--- config.mk ---
export PLATFORM = sky130hd
export DESIGN_NAME = alu_ctrl_issue
export DESIGN_NICKNAME = d
export VERILOG_FILES = /design/src/rtl/alu_ctrl_issue_pkg.sv /design/src/rtl/alu_op_decode.sv /design/src/rtl/alu_ctrl_issue.sv
export SDC_FILE = /design/constraint.sdc
export NUM_CORES = 1
export LEC_CHECK = 0
export ABC_AREA = 1
export BUFFER_PORTS_ARGS = -buffer_cell sky130_fd_sc_hd__buf_2
export CORE_UTILIZATION = 49
export CTS_BUF_LIST = sky130_fd_sc_hd__clkbuf_8
export DETAILED_ROUTE_END_ITERATION = 12
export GPL_TIMING_DRIVEN = 0
export PLACE_DENSITY = 0.81
export SLEW_MARGIN = 0
export SYNTH_ARGS = -nofsm -noshare
export SYNTH_HDL_FRONTEND = slang
export SYNTH_SLANG_ARGS = --single-unit
--- constraint.sdc ---
create_clock -name clk_i -period 1.4 [get_ports clk_i]
set_input_delay 0 -clock clk_i [delete_from_list [all_inputs] [get_ports clk_i]]
set_output_delay 0 -clock clk_i [all_outputs]
set_load 0.05 [all_outputs]
--- src/rtl/alu_ctrl_issue_pkg.sv ---
// Shared ALU operation codes and RV32 opcode/funct field constants,
// used by the issue control block and by the ALU itself.
package alu_ctrl_issue_pkg;

    typedef enum logic [3:0] {
        ALU_AND  = 4'b0000,
        ALU_XOR  = 4'b0001,
        ALU_SLL  = 4'b0010,
        ALU_ADD  = 4'b0011,
        ALU_SUB  = 4'b0100,
        ALU_MUL  = 4'b0101,
        ALU_ADDI = 4'b0110,
        ALU_SRAI = 4'b0111,
        ALU_LW   = 4'b1000,
        ALU_SW   = 4'b1001,
        ALU_BEQ  = 4'b1010
    } alu_op_e;

    localparam logic [6:0] OPC_RTYPE  = 7'b0110011;
    localparam logic [6:0] OPC_OPIMM  = 7'b0010011;
    localparam logic [6:0] OPC_LOAD   = 7'b0000011;
    localparam logic [6:0] OPC_STORE  = 7'b0100011;
    localparam logic [6:0] OPC_BRANCH = 7'b1100011;

    localparam logic [6:0] F7_BASE   = 7'b0000000;
    localparam logic [6:0] F7_ALT    = 7'b0100000;
    localparam logic [6:0] F7_MULDIV = 7'b0000001;

    localparam logic [2:0] F3_ADD = 3'b000;
    localparam logic [2:0] F3_SLL = 3'b001;
    localparam logic [2:0] F3_W   = 3'b010;
    localparam logic [2:0] F3_XOR = 3'b100;
    localparam logic [2:0] F3_SR  = 3'b101;
    localparam logic [2:0] F3_AND = 3'b111;
    localparam logic [2:0] F3_BEQ = 3'b000;

    // funct_i is packed as {funct7, funct3}
    typedef struct packed {
        logic [6:0] funct7;
        logic [2:0] funct3;
    } funct_t;

    // Operations that hold the ALU for more than one cycle
    function automatic logic is_multicycle(input logic [3:0] code);
        return (code == ALU_MUL);
    endfunction

endpackage

--- src/rtl/alu_op_decode.sv ---
// Combinational decode of RV32 opcode/funct fields into a 4-bit ALU code,
// with a legal flag for combinations this ALU supports.
module alu_op_decode
    import alu_ctrl_issue_pkg::*;
(
    input  logic [6:0] opcode_i,
    input  logic [9:0] funct_i,
    output logic [3:0] code_o,
    output logic       legal_o
);

    funct_t w_funct;

    assign w_funct = funct_i;

    // Opcode/funct lookup; anything unlisted stays illegal with code AND
    always_comb begin
        code_o  = ALU_AND;
        legal_o = 1'b0;
        case (opcode_i)
            OPC_RTYPE: begin
                case ({w_funct.funct7, w_funct.funct3})
                    {F7_BASE,   F3_AND}: begin code_o = ALU_AND; legal_o = 1'b1; end
                    {F7_BASE,   F3_XOR}: begin code_o = ALU_XOR; legal_o = 1'b1; end
                    {F7_BASE,   F3_SLL}: begin code_o = ALU_SLL; legal_o = 1'b1; end
                    {F7_BASE,   F3_ADD}: begin code_o = ALU_ADD; legal_o = 1'b1; end
                    {F7_ALT,    F3_ADD}: begin code_o = ALU_SUB; legal_o = 1'b1; end
                    {F7_MULDIV, F3_ADD}: begin code_o = ALU_MUL; legal_o = 1'b1; end
                    default: begin
                        code_o  = ALU_AND;
                        legal_o = 1'b0;
                    end
                endcase
            end
            OPC_OPIMM: begin
                // ADDI ignores funct7; SRAI needs the arithmetic-shift funct7
                if (w_funct.funct3 == F3_ADD) begin
                    code_o  = ALU_ADDI;
                    legal_o = 1'b1;
                end else if ((w_funct.funct3 == F3_SR) && (w_funct.funct7 == F7_ALT)) begin
                    code_o  = ALU_SRAI;
                    legal_o = 1'b1;
                end else begin
                    code_o  = ALU_AND;
                    legal_o = 1'b0;
                end
            end
            OPC_LOAD: begin
                if (w_funct.funct3 == F3_W) begin
                    code_o  = ALU_LW;
                    legal_o = 1'b1;
                end else begin
                    code_o  = ALU_AND;
                    legal_o = 1'b0;
                end
            end
            OPC_STORE: begin
                if (w_funct.funct3 == F3_W) begin
                    code_o  = ALU_SW;
                    legal_o = 1'b1;
                end else begin
                    code_o  = ALU_AND;
                    legal_o = 1'b0;
                end
            end
            OPC_BRANCH: begin
                if (w_funct.funct3 == F3_BEQ) begin
                    code_o  = ALU_BEQ;
                    legal_o = 1'b1;
                end else begin
                    code_o  = ALU_AND;
                    legal_o = 1'b0;
                end
            end
            default: begin
                code_o  = ALU_AND;
                legal_o = 1'b0;
            end
        endcase
    end

endmodule

--- src/rtl/alu_ctrl_issue.sv ---
// ALU issue control: decodes accepted instructions into a registered ALU
// code and stalls intake while a multi-cycle MUL occupies the EX stage.
module alu_ctrl_issue
    import alu_ctrl_issue_pkg::*;
#(
    parameter int MUL_CYCLES = 4
) (
    input  logic       clk_i,
    input  logic       rst_i,
    input  logic       valid_i,
    input  logic [6:0] opcode_i,
    input  logic [9:0] funct_i,
    input  logic       flush_i,
    output logic       ready_o,
    output logic       valid_o,
    output logic [3:0] ALUCtrl_o,
    output logic       busy_o,
    output logic       illegal_o
);

    localparam logic [0:0] S_IDLE     = 1'b0;
    localparam logic [0:0] S_MUL_WAIT = 1'b1;

    // The cycle of valid_o already counts as one MUL cycle, hence the -2
    localparam logic       MUL_MULTI = (MUL_CYCLES > 1);
    localparam logic [3:0] MUL_LOAD  = (MUL_CYCLES > 1) ? 4'(MUL_CYCLES - 2) : 4'd0;

    logic [0:0] r_state;
    logic [3:0] r_cnt;
    logic       r_valid;
    logic       r_illegal;
    logic [3:0] r_alu;

    logic [0:0] w_state_nxt;
    logic [3:0] w_cnt_nxt;
    logic [3:0] w_code;
    logic       w_legal;
    logic       w_accept;
    logic       w_start_mul;

    alu_op_decode u_decode (
        .opcode_i (opcode_i),
        .funct_i  (funct_i),
        .code_o   (w_code),
        .legal_o  (w_legal)
    );

    assign ready_o     = (r_state == S_IDLE);
    assign busy_o      = (r_state == S_MUL_WAIT);
    assign valid_o     = r_valid;
    assign illegal_o   = r_illegal;
    assign ALUCtrl_o   = r_alu;

    assign w_accept    = valid_i & ready_o & ~flush_i;
    assign w_start_mul = w_accept & w_legal & is_multicycle(w_code) & MUL_MULTI;

    // Next-state and occupancy counter; flush collapses straight to IDLE
    always_comb begin
        w_state_nxt = r_state;
        w_cnt_nxt   = r_cnt;
        if (flush_i) begin
            w_state_nxt = S_IDLE;
            w_cnt_nxt   = 4'd0;
        end else begin
            case (r_state)
                S_IDLE: begin
                    if (w_start_mul) begin
                        w_state_nxt = S_MUL_WAIT;
                        w_cnt_nxt   = MUL_LOAD;
                    end else begin
                        w_state_nxt = S_IDLE;
                        w_cnt_nxt   = r_cnt;
                    end
                end
                S_MUL_WAIT: begin
                    if (r_cnt == 4'd0) begin
                        w_state_nxt = S_IDLE;
                        w_cnt_nxt   = 4'd0;
                    end else begin
                        w_state_nxt = S_MUL_WAIT;
                        w_cnt_nxt   = r_cnt - 4'd1;
                    end
                end
                default: begin
                    w_state_nxt = S_IDLE;
                    w_cnt_nxt   = 4'd0;
                end
            endcase
        end
    end

    // FSM state and counter registers
    always_ff @(posedge clk_i) begin
        if (rst_i) begin
            r_state <= S_IDLE;
            r_cnt   <= 4'd0;
        end else begin
            r_state <= w_state_nxt;
            r_cnt   <= w_cnt_nxt;
        end
    end

    // Issue outputs; the ALU code only moves on a legal acceptance
    always_ff @(posedge clk_i) begin
        if (rst_i) begin
            r_valid   <= 1'b0;
            r_illegal <= 1'b0;
            r_alu     <= 4'b0000;
        end else if (flush_i) begin
            r_valid   <= 1'b0;
            r_illegal <= 1'b0;
        end else begin
            r_valid   <= w_accept & w_legal;
            r_illegal <= w_accept & ~w_legal;
            if (w_accept & w_legal) begin
                r_alu <= w_code;
            end
        end
    end

endmodule
Word level (Yosys, flattened, before mapping)
Index checks and enable logic that the tools add are counted.
{"block": "totals", "mem_bits_rw": 0, "input_bits": 21, "n_memories": 0, "register_bits": 11, "wordCells": 56, "rom_bits": 0, "latchBits": 0}
{"block": "classes", "order_cmp": 0, "multipliers": 0, "n_mux": 19, "bitwise": 8, "n_eq_ne": 15, "n_addsub": 1, "n_div": 0, "reduce_logical": 8, "n_shift": 0}
{"op": "4-bit two-way mux", "n": 6}
{"op": "7-bit by 6-bit equality test with 1-bit output, second input constant", "n": 3}
{"op": "10-bit by 3-bit equality test with 1-bit output, second input constant", "n": 2}
{"op": "4-bit one-hot mux with 5 select lines", "n": 1}
{"op": "3-bit one-hot mux with 5 select lines", "n": 1}
{"op": "10-bit by 1-bit equality test with 1-bit output, second input constant", "n": 1}
{"op": "10-bit by 4-bit equality test with 1-bit output, second input constant", "n": 1}
{"op": "10-bit by 9-bit equality test with 1-bit output, second input constant", "n": 1}
{"op": "10-bit logical NOT", "n": 1}
{"op": "4-bit one-hot mux with 2 select lines", "n": 1}
{"op": "7-bit by 2-bit equality test with 1-bit output, second input constant", "n": 1}
{"op": "7-bit by 5-bit equality test with 1-bit output, second input constant", "n": 1}
{"op": "7-bit equality test, second input constant", "n": 1}
{"op": "1-bit two-way mux", "n": 7}
{"op": "6-bit OR reduction", "n": 1}
{"op": "1-bit AND", "n": 5}
{"op": "4-bit by 3-bit equality test with 1-bit output, second input constant", "n": 1}
{"op": "4-bit logical NOT", "n": 1}
{"op": "1-bit one-hot mux with 4 select lines", "n": 1}
{"op": "2-bit OR reduction", "n": 2}
{"op": "4-bit by 1-bit subtractor with 4-bit output, second input constant", "n": 1}
{"op": "3-bit by 2-bit equality test with 1-bit output, second input constant", "n": 1}
{"op": "3-bit equality test, second input constant", "n": 1}
{"op": "3-bit logical NOT", "n": 1}
{"op": "6 further kinds", "n": 8}

Longest topological paths before layout
{"block": "depth", "word_depth": 9, "mapped_depth": 11, "ltp_nobuf": 11}

Modules after synthesis
From an unflattened synthesis, not the netlist that was laid out.
{"block": "unflattened", "hier_cells": 126, "area_unflattened_um2": 764.5}
{"mod": "alu_ctrl_issue", "cells_each": 65, "area_each_um2": 484.2, "instances": 1}
{"mod": "alu_op_decode", "cells_each": 61, "area_each_um2": 280.3, "instances": 1}

Worst setup path after synthesis
OpenSTA, ideal clock, no wires.
{"block": "synth_path", "path_kind": "register -> register", "start": "register r_state (netlist: busy_o)", "end": "register r_cnt[1]", "stages_incl_launch_ff": 8, "setup_ps": 113, "n_path_buf": 0, "slack_ps": -358, "arrival_time_ps": 1645, "t_required_ps": 1287, "cell_sequence": "dfxtp_1 inv_1 nand3_1 inv_1 nand3_2 nand2_2 o21ai_1 inv_1"}
{"block": "synth_between", "elab_chain_cells": 6, "word_cells_on_any_way": 7, "classes_between": "eq/ne (1); mux (1); bitwise (5)"}
{"item": "start, declared", "line_no": "alu_ctrl_issue.sv:28", "rtl": "logic [0:0] r_state;"}
{"item": "start signal, assigned", "line_no": "alu_ctrl_issue.sv:98", "rtl": "r_state <= w_state_nxt;"}
{"item": "1-bit inverter (*)"}
{"item": "named net ready_o", "line_no": "alu_ctrl_issue.sv:14", "rtl": "output logic ready_o,"}
{"item": "1-bit AND (2 in series)", "line_no": "alu_ctrl_issue.sv:54", "rtl": "assign w_accept = valid_i & ready_o & ~flush_i;"}
{"item": "1-bit AND (2 in series)", "line_no": "alu_ctrl_issue.sv:55", "rtl": "assign w_start_mul = w_accept & w_legal & is_multicycle(w_code) & MUL_MULTI;"}
{"item": "2-bit by 1-bit != test with 1-bit output (no line)"}
{"item": "end signal, assigned", "line_no": "alu_ctrl_issue.sv:99", "rtl": "r_cnt <= w_cnt_nxt;"}
{"item": "end, declared", "line_no": "alu_ctrl_issue.sv:29", "rtl": "logic [3:0] r_cnt;"}
Mark *: on every way through the listed nets, which the timed path passes. The rest lies on a longest branch.
A chain may end at the register's enable or synchronous reset.

Worst setup path after layout
{"block": "layout_path", "start": "register r_state (netlist: busy_o)", "end": "register r_cnt[1]"}
{"block": "layout_between", "elab_chain_cells": 6, "word_cells_on_any_way": 7, "classes_between": "eq/ne (1); mux (1); bitwise (5)"}
{"item": "1-bit inverter"}
{"item": "1-bit AND (2 in series)", "line_no": "alu_ctrl_issue.sv:54"}
{"item": "1-bit AND (2 in series)", "line_no": "alu_ctrl_issue.sv:55"}
{"item": "2-bit by 1-bit != test with 1-bit output (no line)"}
Several ways; a longest one is shown, not always the timed one.

==> results_dict.tcl <==
set metrics [dict create \
    outcome "finished clean" \
    power_density_mw_per_mm2 715 \
    clock_skew_ps 3.48 \
    worst_skew_pair.late_latency_ps 230 \
    numCtsBuffers 3 \
    cts_tree "built" \
    endpoint_kind "flop" \
    ios 29 \
    via_per_inst 4.95 \
    antenna_found_initial 0 \
    grt_setup_unrepaired "no" \
    drive_above_1_share 0.331 \
    initial_core_util 0.553 \
    area_growth_pct 30.6 \
    rows 13 \
    portBuffers 28 \
    syn_area_um2 756 \
    tightest_slew_ps 257 \
    drtIter0Drc 20 \
    crit_top_cell "nand3_2" \
    grt_pass1_wl_mm 2.44 \
    grt_pass1_vias 656 \
    regToRegEndpoint "r_cnt[1]" \
    hpwl_mm 1.32 \
    worstRegToRegCells 7 \
    final_common_cell "buf_2" \
    die_w_um 41.3 \
    postSynthCellCount 124 \
    vias 851 \
    hold_viol 0 \
    final_nets 179 \
    cp.arrival_ps 1260 \
    r2r_start "busy_o" \
    crit_path_end "r_cnt[1]" \
    clk_path_buf_depth 2 \
    seq_power_share 0.444 \
    clockRootBuffer "clkbuf_8" \
    ys_ff_latch 11 \
    cp_top_family "flip-flops" \
    hold_class "primary input to flop" \
    slowest_stage "dfxtp_4" \
    core_mm2 0.00137 \
    clkPwrFrac 0.429 \
    grtUsageTotal 0.217 \
    grt-ovfl-total 0 \
    post-route-period-util 0.804 \
    ys.warnings.count 0 \
    critPathMaxStageDelay_ps 360 \
    final_cell_mix "buf_2 (28), nor2_1 (25), inv_1 (20), nand2_1 (18), dfxtp_1 (10)" \
    gp_congestion 0.835 \
    fp.dieH_um 41.3 \
    synth_seq_area_share 0.291 \
    whs_path_depth 3 \
    critPathLaunchType "flop" \
    drt-wirelength-per-cell_um 9.24 \
    maxCapViolCount 0 \
    die_area_mm2 0.00170 \
    r2r_slack_ps 270 \
    place_ws_ps 83.4 \
    clock-sinks 11 \
    synthDistinctLibCells 20 \
    postLayoutCoreUtil 0.723 \
    worstSetupStartpoint "busy_o" \
    max_freq_mhz 889 \
    wirelength_mm 1.59 \
    finalMaxSlewViolations 0 \
    p_leak_nw 0.536 \
    p_comb_frac 0.126 \
    postRouteAntennaNets 0 \
    synth_fp_nets 145 \
    setup_violations 0 \
    antenna_cells 0 \
    htree_levels 1 \
    peakVddDrop_mv 0.507 \
    p_int_mw 0.542 \
    switching_share 0.232 \
    worstPathMaxFanout 7 \
    cp_num_cells 7 \
    syn_avg_cell_area_um2 6.09 \
    drtPass1Iterations 4 \
    fill_cells 122 \
    clk_pin_slew_worst_paths_ps 50 \
    critical_path_class "flop to flop" \
    critical_path_buf_inv_count 3 \
    drc 0 \
    cts-resized-gates 0 \
    p_switching_mw 0.164 \
    worst_ep_required_time_ps 1530 \
    max_slew_margin 0.830 \
    setup_slack_ps 275 \
    path_cells "clkinvlp_4 -> nand3_2 -> inv_2 -> nand3_2 -> nand2_2 -> o21ai_1 -> inv_1" \
    finalCriticalPeriod_ps 1130 \
    grt_max_degree 8 \
]
[per-stage QoR]
step                TNS, ps  hold WS (ps)  total power, mW  std cells  cell area, um^2
finish                    0          29.2            0.706        172              987
global route              0          40.3            0.741        172              987
CTS                       0          26.0            0.716        172              987
detailed placement        0           231            0.407        167              932
global placement          0           235            0.404        167              932
floorplan             -25.4          69.7            0.363        124              773
[routing by layer]
metal  track usage  share of wire  up-vias
met5             0              0        -
met1         0.235           0.43      371
li1              -              -      458
met4        0.0484         0.0038        0
met3        0.0815          0.051        2
met2         0.395           0.51       20
[flip-flops by register name, summed over array words and instances (netlist names)]
name       count
r_cnt          4
illegal_o      1
ALUCtrl_o      4
valid_o        1
busy_o         1
[area by class of cell]
class                   instances  area [um^2]  share of cell area
multi-input cells              89          450               0.456
clock buffers                   3         41.3              0.0418
repair buffers                 29          150               0.152
flip-flops and latches         11          224               0.227
well taps                      15         18.8              0.0190
inverters                      24         98.8               0.100
clock inverters                 1         3.75             0.00380
[kinds of logic (layout without fill, tap and decap cells)]
group	after synthesis	after routing	share of synthesized area
AO/OA/AOI/OAI	16	16	0.118
buffers and inverters	24	57	0.126
flip-flops	11	11	0.291
AND/OR/NAND/NOR	73	73	0.465
[how the worst min path moves through the flow]
stage / to / slack, ps / from
floorplan: ALUCtrl_o[0] / 70 / rst_i
global placement: ALUCtrl_o[0] / 230 / rst_i
detailed placement: ALUCtrl_o[0] / 230 / rst_i
CTS: illegal_o / 30 / valid_i
global route: illegal_o / 40 / valid_i
finish: illegal_o / 30 / valid_i
[power by group through the flow]
stage	clock network (mW)	registers, mW	logic (mW)
2_1_floorplan	0	0.324	0.0382
3_3_place_gp	0	0.320	0.0839
3_5_place_dp	0	0.320	0.0870
4_1_cts	0.313	0.314	0.0897
5_1_grt	0.327	0.313	0.101
6_report	0.303	0.314	0.0890
[synth_stat cells]
cell	n	area, um^2
dfxtp_1	11	220
a21oi_1	6	30.0
o21ai_1	2	10.0
o21ai_2	1	8.76
nand2_1	18	67.6
inv_1	21	78.8
clkinv_1	1	3.75
nor3_2	1	10.0
nand3_1	8	40.0
nor3_1	6	30.0
o21ai_0	5	25.0
o211ai_1	2	15.0
nor2_2	7	43.8
nand3_2	3	30.0
clkinv_4	1	8.76
nand2_4	1	11.3
inv_2	1	3.75
nand2_2	2	12.5
nand4_1	2	12.5
nor2_1	25	93.8
[timing repair]
action	CTS	global route
hold buffers	1	0
endpoints found under the hold margin	3	0
setup buffers	0	0
[worst register-to-register path, delay by kind of cell, from the launching register on]
family	cells	cell delay (ps)
simple gates	3	280
buf+inv	3	260
flops	1	360
compound gates	1	120
(Power assumes the default switching activity.)
